<file path="src/rtl/dma_block_copy_if.sv">
// rtl/dma_block_copy_if.sv - data-memory port bundle between the DMA initiator and the data memory
interface dma_block_copy_if #(
    parameter int ADDR_W = 8,
    parameter int DATA_W = 8
) ();
    logic [ADDR_W-1:0] mem_addr;
    logic [DATA_W-1:0] mem_wdata;
    logic              mem_read;
    logic              mem_write;
    logic [DATA_W-1:0] mem_rdata;

    modport master (
        output mem_addr,
        output mem_wdata,
        output mem_read,
        output mem_write,
        input  mem_rdata
    );

    modport slave (
        input  mem_addr,
        input  mem_wdata,
        input  mem_read,
        input  mem_write,
        output mem_rdata
    );
endinterface

</file>
<file path="src/rtl/dma_block_copy.sv">
// rtl/dma_block_copy.sv - forward byte-block copy engine driving the data-memory port
// Optional running sum of written bytes on output checksum when CHECKSUM_EN is defined.
module dma_block_copy #(
    parameter int ADDR_W = 8,
    parameter int DATA_W = 8
) (
    input  logic              clk,
    input  logic              rst_n,
    input  logic              start,
    input  logic [ADDR_W-1:0] src_addr,
    input  logic [ADDR_W-1:0] dst_addr,
    input  logic [ADDR_W:0]   length,
    dma_block_copy_if.master  mem,
    output logic              busy,
`ifdef CHECKSUM_EN
    output logic [DATA_W-1:0] checksum,
`endif
    output logic              done
);
    localparam logic [1:0] IDLE  = 2'd0;
    localparam logic [1:0] READ  = 2'd1;
    localparam logic [1:0] WRITE = 2'd2;
    localparam logic [1:0] DONE  = 2'd3;

    localparam logic [ADDR_W-1:0] PTR_ONE = 1;
    localparam logic [ADDR_W:0]   CNT_ONE = 1;

    logic [1:0]        state;
    logic [ADDR_W-1:0] src_ptr;
    logic [ADDR_W-1:0] dst_ptr;
    logic [ADDR_W:0]   count;
    logic [DATA_W-1:0] data_reg;

    always_ff @(posedge clk or negedge rst_n) begin
        if (!rst_n) begin
            state    <= IDLE;
            src_ptr  <= '0;
            dst_ptr  <= '0;
            count    <= '0;
            data_reg <= '0;
`ifdef CHECKSUM_EN
            checksum <= '0;
`endif
        end else begin
            case (state)
                IDLE: begin
                    if (start) begin
                        src_ptr <= src_addr;
                        dst_ptr <= dst_addr;
                        count   <= length;
`ifdef CHECKSUM_EN
                        checksum <= '0;
`endif
                        state   <= (length == '0) ? DONE : READ;
                    end
                end
                READ: begin
                    data_reg <= mem.mem_rdata;
                    state    <= WRITE;
                end
                WRITE: begin
                    // Pointers wrap naturally at ADDR_W bits.
                    src_ptr <= src_ptr + PTR_ONE;
                    dst_ptr <= dst_ptr + PTR_ONE;
                    count   <= count - CNT_ONE;
`ifdef CHECKSUM_EN
                    checksum <= checksum + data_reg;
`endif
                    state   <= (count == CNT_ONE) ? DONE : READ;
                end
                default: state <= IDLE;
            endcase
        end
    end

    always_comb begin
        mem.mem_addr  = '0;
        mem.mem_wdata = '0;
        mem.mem_read  = 1'b0;
        mem.mem_write = 1'b0;
        busy          = 1'b0;
        done          = 1'b0;
        case (state)
            READ: begin
                mem.mem_addr = src_ptr;
                mem.mem_read = 1'b1;
                busy         = 1'b1;
            end
            WRITE: begin
                mem.mem_addr  = dst_ptr;
                mem.mem_wdata = data_reg;
                mem.mem_write = 1'b1;
                busy          = 1'b1;
            end
            DONE:    done = 1'b1;
            default: ;
        endcase
    end
endmodule

</file>
<file path="src/flat_wrapper.sv">
// flat-port wrapper written by rule: the top's interface ports become plain ports
module dma_block_copy_flat 
#(
    parameter int ADDR_W = 8,
    parameter int DATA_W = 8
)
  (clk, rst_n, start, src_addr, dst_addr, length, busy, done, mem_mem_addr, mem_mem_wdata, mem_mem_read, mem_mem_write, mem_mem_rdata);
  dma_block_copy_if #(.ADDR_W(ADDR_W), .DATA_W(DATA_W)) mem_i ();
  input  logic clk;
  input  logic rst_n;
  input  logic start;
  input  logic [ADDR_W-1:0] src_addr;
  input  logic [ADDR_W-1:0] dst_addr;
  input  logic [ADDR_W:0] length;
  output logic busy;
  output logic done;
  output wire logic [$bits(mem_i.mem_addr)-1:0] mem_mem_addr;
  output wire logic [$bits(mem_i.mem_wdata)-1:0] mem_mem_wdata;
  output wire logic [$bits(mem_i.mem_read)-1:0] mem_mem_read;
  output wire logic [$bits(mem_i.mem_write)-1:0] mem_mem_write;
  input wire logic [$bits(mem_i.mem_rdata)-1:0] mem_mem_rdata;
  assign mem_mem_addr = mem_i.mem_addr;
  assign mem_mem_wdata = mem_i.mem_wdata;
  assign mem_mem_read = mem_i.mem_read;
  assign mem_mem_write = mem_i.mem_write;
  assign mem_i.mem_rdata = mem_mem_rdata;
  dma_block_copy #(.ADDR_W(ADDR_W), .DATA_W(DATA_W)) u_core (.clk(clk), .rst_n(rst_n), .start(start), .src_addr(src_addr), .dst_addr(dst_addr), .length(length), .mem(mem_i), .busy(busy), .done(done));
endmodule
</file>
<file path="config.mk">
export PLATFORM = sky130hd
export DESIGN_NAME = dma_block_copy_flat
export DESIGN_NICKNAME = d
export VERILOG_FILES = /design/src/rtl/dma_block_copy_if.sv /design/src/rtl/dma_block_copy.sv /design/src/flat_wrapper.sv
export SDC_FILE = /design/constraint.sdc
export NUM_CORES = 1
export LEC_CHECK = 0
export ABC_CLOCK_PERIOD_IN_PS = 6450
export CAP_MARGIN = 15
export CORE_MARGIN = 2
export CORE_UTILIZATION = 52
export DETAILED_ROUTE_END_ITERATION = 10
export PLACE_DENSITY = 0.85
export SYNTH_ARGS = -nofsm -noshare
export SYNTH_HDL_FRONTEND = slang
export SYNTH_SLANG_ARGS = --single-unit
</file>
<file path="constraint.sdc">
create_clock -name clk -period 6.45 [get_ports clk]
set_clock_uncertainty 0.2 [all_clocks]
set_input_delay 1.6125 -clock clk [delete_from_list [all_inputs] [get_ports clk]]
set_output_delay 1.6125 -clock clk [all_outputs]
set_load 0.02 [all_outputs]
</file>
==> metrics.md <==
| Metric | Value |
|---|---|
| Status | `finished clean` |
| Setup_tns | `0 ns` |
| Pleak | `0.00112 uW` |
| Reg with most FFs | `u_core.count` |
| Max stage delay on crit path | `roughly 0.62 ns` |
| Root Buffer | `clkbuf_8` |
| Synthesized Nets | `roughly 280` |
| Multi-input logic area | `about 0.0012 sq mm` |
| DR iter-0 viols | `between 150 and 200` |
| ANT cells | `0` |
| WS Path Type | `flip-flop to output port` |
| H-tree depth | `2` |
| Register Area | `876 sq um` |
| Initial core utilization | `53.7%` |
| Placed Area | `0.00270 sq mm` |
| CTS tree | `done` |
| Core Box Area | `0.00397 sq mm` |
| Clk sinks | `35` |
| Psw | `622 uW` |
| WP data arrival | `around 2.6 ns` |
| Sequential power share | `33.1%` |
| Synth Flop Type | `dfrtp_1` |
| RSZ-0062 raised after global routing | `no` |
| FMAX | `~0.23 GHz` |
| Critical-path top delay cell | `clkdlybuf4s50_1` |
| Fill count | `about 320` |
| Clock Latency Late Sink | `between 0.2 and 0.3 ns` |
| Final instance area | `around 0.0028 sq mm` |
| Synth area leaders | `dfrtp_1, a21oi_1, mux2_2, ha_1, mux2i_1` |
| Vias | `about 2000` |
| Synthesized area per cell | `9.07 sq um` |
| Total grt overflow | `0` |
| # hold bufs at CTS | `0` |
| Post-CTS Setup Inserts | `0` |
| Clock-pin slew on the worst setup and hold paths | `about 0.07 ns` |
| Cell family with most CP delay | `buffers and inverters` |
| WL final | `around 5300 um` |
| Post-route ant nets | `0` |
| Bufs on Longest Clock Path | `2` |
| Critical path buffers and inverters | `3` |
| P_int | `between 700 and 800 uW` |
| Number of max-cap violations | `0` |
| # setup viols final | `0` |
| Input/output buffers | `55` |
| Routability cong. | `0.821` |
| Slew Limit Fails | `0` |
| Critical Path, Cell by Cell | `inv_1 > ha_1 > buf_4 > a22oi_1 > nor2b_1 > clkdlybuf4s50_1` |
| Post-DP HPWL | `about 3600 um` |
| Vias per cell | `between 5 and 6` |
| Initial antenna violation count | `0` |
| Syn. warnings | `0` |
| Layout cell share with drive strength beyond 1 | `under 10%` |
| Register area share after synthesis | `approximately two fifths` |
| Number of synthesized register bits | `35` |
| Area leader, netlist | `dfrtp_1` |
| Final net count | `329` |
| Async SR Flop Fraction | `100%` |
| Hold Crit Class | `flip-flop to flip-flop` |
| Boundary Pins | `between 50 and 60` |
| Largest net degree at the start of global routing | `42` |
| Hold Path Depth | `1` |
| Final Util | `70.5%` |
| Sw Share | `44.3%` |
| Worst-margin pin slew | `~0.83 ns` |
| Die height | `slightly below 70 um` |
| Cts bufs inserted | `5` |
| Combinational group share of total power | `between 50% and 60%` |
| Critical Path End Type | `output port` |
| Unique masters post-synth | `36` |
| WP data required | `about 4.6 ns` |
| First-pass GRT wire length | `8740 um` |
| Minimum clock period | `4.43 ns` |
| WL/cell | `between 15 and 20 um` |
| Die Wd | `slightly below 70 um` |
| R2R depth | `7` |
| Global Route Usage Sum | `25.0%` |
| Number of remaining DRC errors | `0` |
| VDD IR max | `about 0.36 mV` |
| Final Cycle Share | `approximately 69%` |
| Clk pwr share | `12.6%` |
| WP depth | `6` |
| Vias in the first global route | `about 1900` |
| Post-synthesis cell count | `roughly 240` |
| Post-CTS Resized | `0` |
| Area grow syn2layout | `31.4%` |
| Yosys top cell area share | `around two fifths` |
| Syn Std Cell Area | `0.00213 sq mm` |
| Fin. Hold Viols | `0` |
| Pre-CTS setup slack | `2.34 ns` |
| Initial DRT Pass Iterations | `4` |
| Rel. slew slack | `42.8%` |
| Row count | `23` |
| Startpoint types | `flip-flop` |
| Max reg flops | `9` |
| Die ar. | `around 0.0046 sq mm` |
| Worst hold slack | `about 0.30 ns` |
| Final WS setup | `~2.0 ns` |
| PwrDens | `about 500 mW/mm^2` |
| Crit-path max FO | `40` |
| Number of synthesized flops with an enable pin | `0` |
[through the flow]
| stage | instances | total power (uW) |
|---|---|---|
| after global placement | 328 | 1200 |
| after floorplan | 235 | 982 |
| after CTS | 336 | 1410 |
| after detailed placement | 328 | 1220 |
| final | 336 | 1410 |
| after global routing | 336 | 1520 |
[synth_stat cells (3+ instances only)]
master,count
dfrtp_1,35
a21oi_1,22
nand2_1,20
o21ai_0,16
o22ai_1,16
nand3_1,14
mux2i_1,10
nor2_1,10
and2_1,9
mux2_2,9
nor2b_1,9
clkbuf_1,8
ha_1,8
a22oi_1,6
and3_1,6
inv_1,6
buf_2,5
o211ai_1,3
[per-layer routing]
layer	share of wire (%)	vias to the layer above	global-route usage, %
li1	-	962	-
met3	4.9	7	4.11
met5	0	-	0
met2	49	65	42.4
met4	1.5	0	8.50
met1	44	946	32.2
[cells in the final DEF, fill, tap and decap left out, types with 2 or more instances in the layout]
cell type	n
and2_1	9
nand2b_1	2
clkdlybuf4s50_1	55
nand2_1	20
mux2i_1	10
o32ai_1	2
clkbuf_8	7
o21ai_0	16
nor2_1	10
ha_1	8
dfrtp_1	35
nor4_1	2
o211ai_1	3
and3_1	6
nor2b_1	9
inv_1	6
nand3_1	14
nor3b_1	2
a22oi_1	6
a21oi_1	22
buf_4	2
o22ai_1	16
a21boi_0	2
mux2_2	9
[kinds of logic after synthesis]
kind of cell / count (synthesis) / share of synthesized area, %
simple gates: 81 / 20.4
compound gates: 72 / 20.5
flops: 35 / 41.1
buf+inv: 20 / 3.82
mux: 19 / 9.45
fa+ha+maj: 8 / 4.70
[path summary, 6_finish.rpt]
| kind | startpoint | endpoint | slack [ns] |
|---|---|---|---|
| max in group asynchronous | rst_n | u_core.count[1]$_DFFE_PN0P_ | 4.19 |
| worst max register to register | u_core.state[0]$_DFFE_PN0P_ | u_core.dst_ptr[3]$_DFFE_PN0P_ | 3.06 |
| worst min-delay path | u_core.data_reg[2]$_DFFE_PN0N_ | u_core.data_reg[2]$_DFFE_PN0N_ | 0.30 |
| min in group asynchronous | rst_n | u_core.data_reg[4]$_DFFE_PN0N_ | 1.55 |
| worst min register to register | u_core.data_reg[2]$_DFFE_PN0N_ | u_core.data_reg[2]$_DFFE_PN0N_ | 0.30 |
| worst max-delay path | u_core.state[0]$_DFFE_PN0P_ | mem_mem_addr[1] | 2.02 |
[power groups by stage]
stage          Clock [uW]  Combinational, uW  Sequential [uW]
2_1_floorplan           0                555              427
3_5_place_dp            0                756              464
5_1_grt               188                850              483
4_1_cts               180                765              460
3_3_place_gp            0                739              458
6_report              178                764              465
[final cells by class]
| class | count | share of cell area [%] |
|---|---|---|
| Clock buffer | 8 | 3.57 |
| Inverter | 6 | 0.804 |
| Multi-Input combinational cell | 180 | 41.9 |
| Sequential cell | 35 | 31.3 |
| Tap cell | 50 | 2.23 |
| Timing Repair Buffer | 57 | 20.2 |
(Power assumes the default switching activity.)
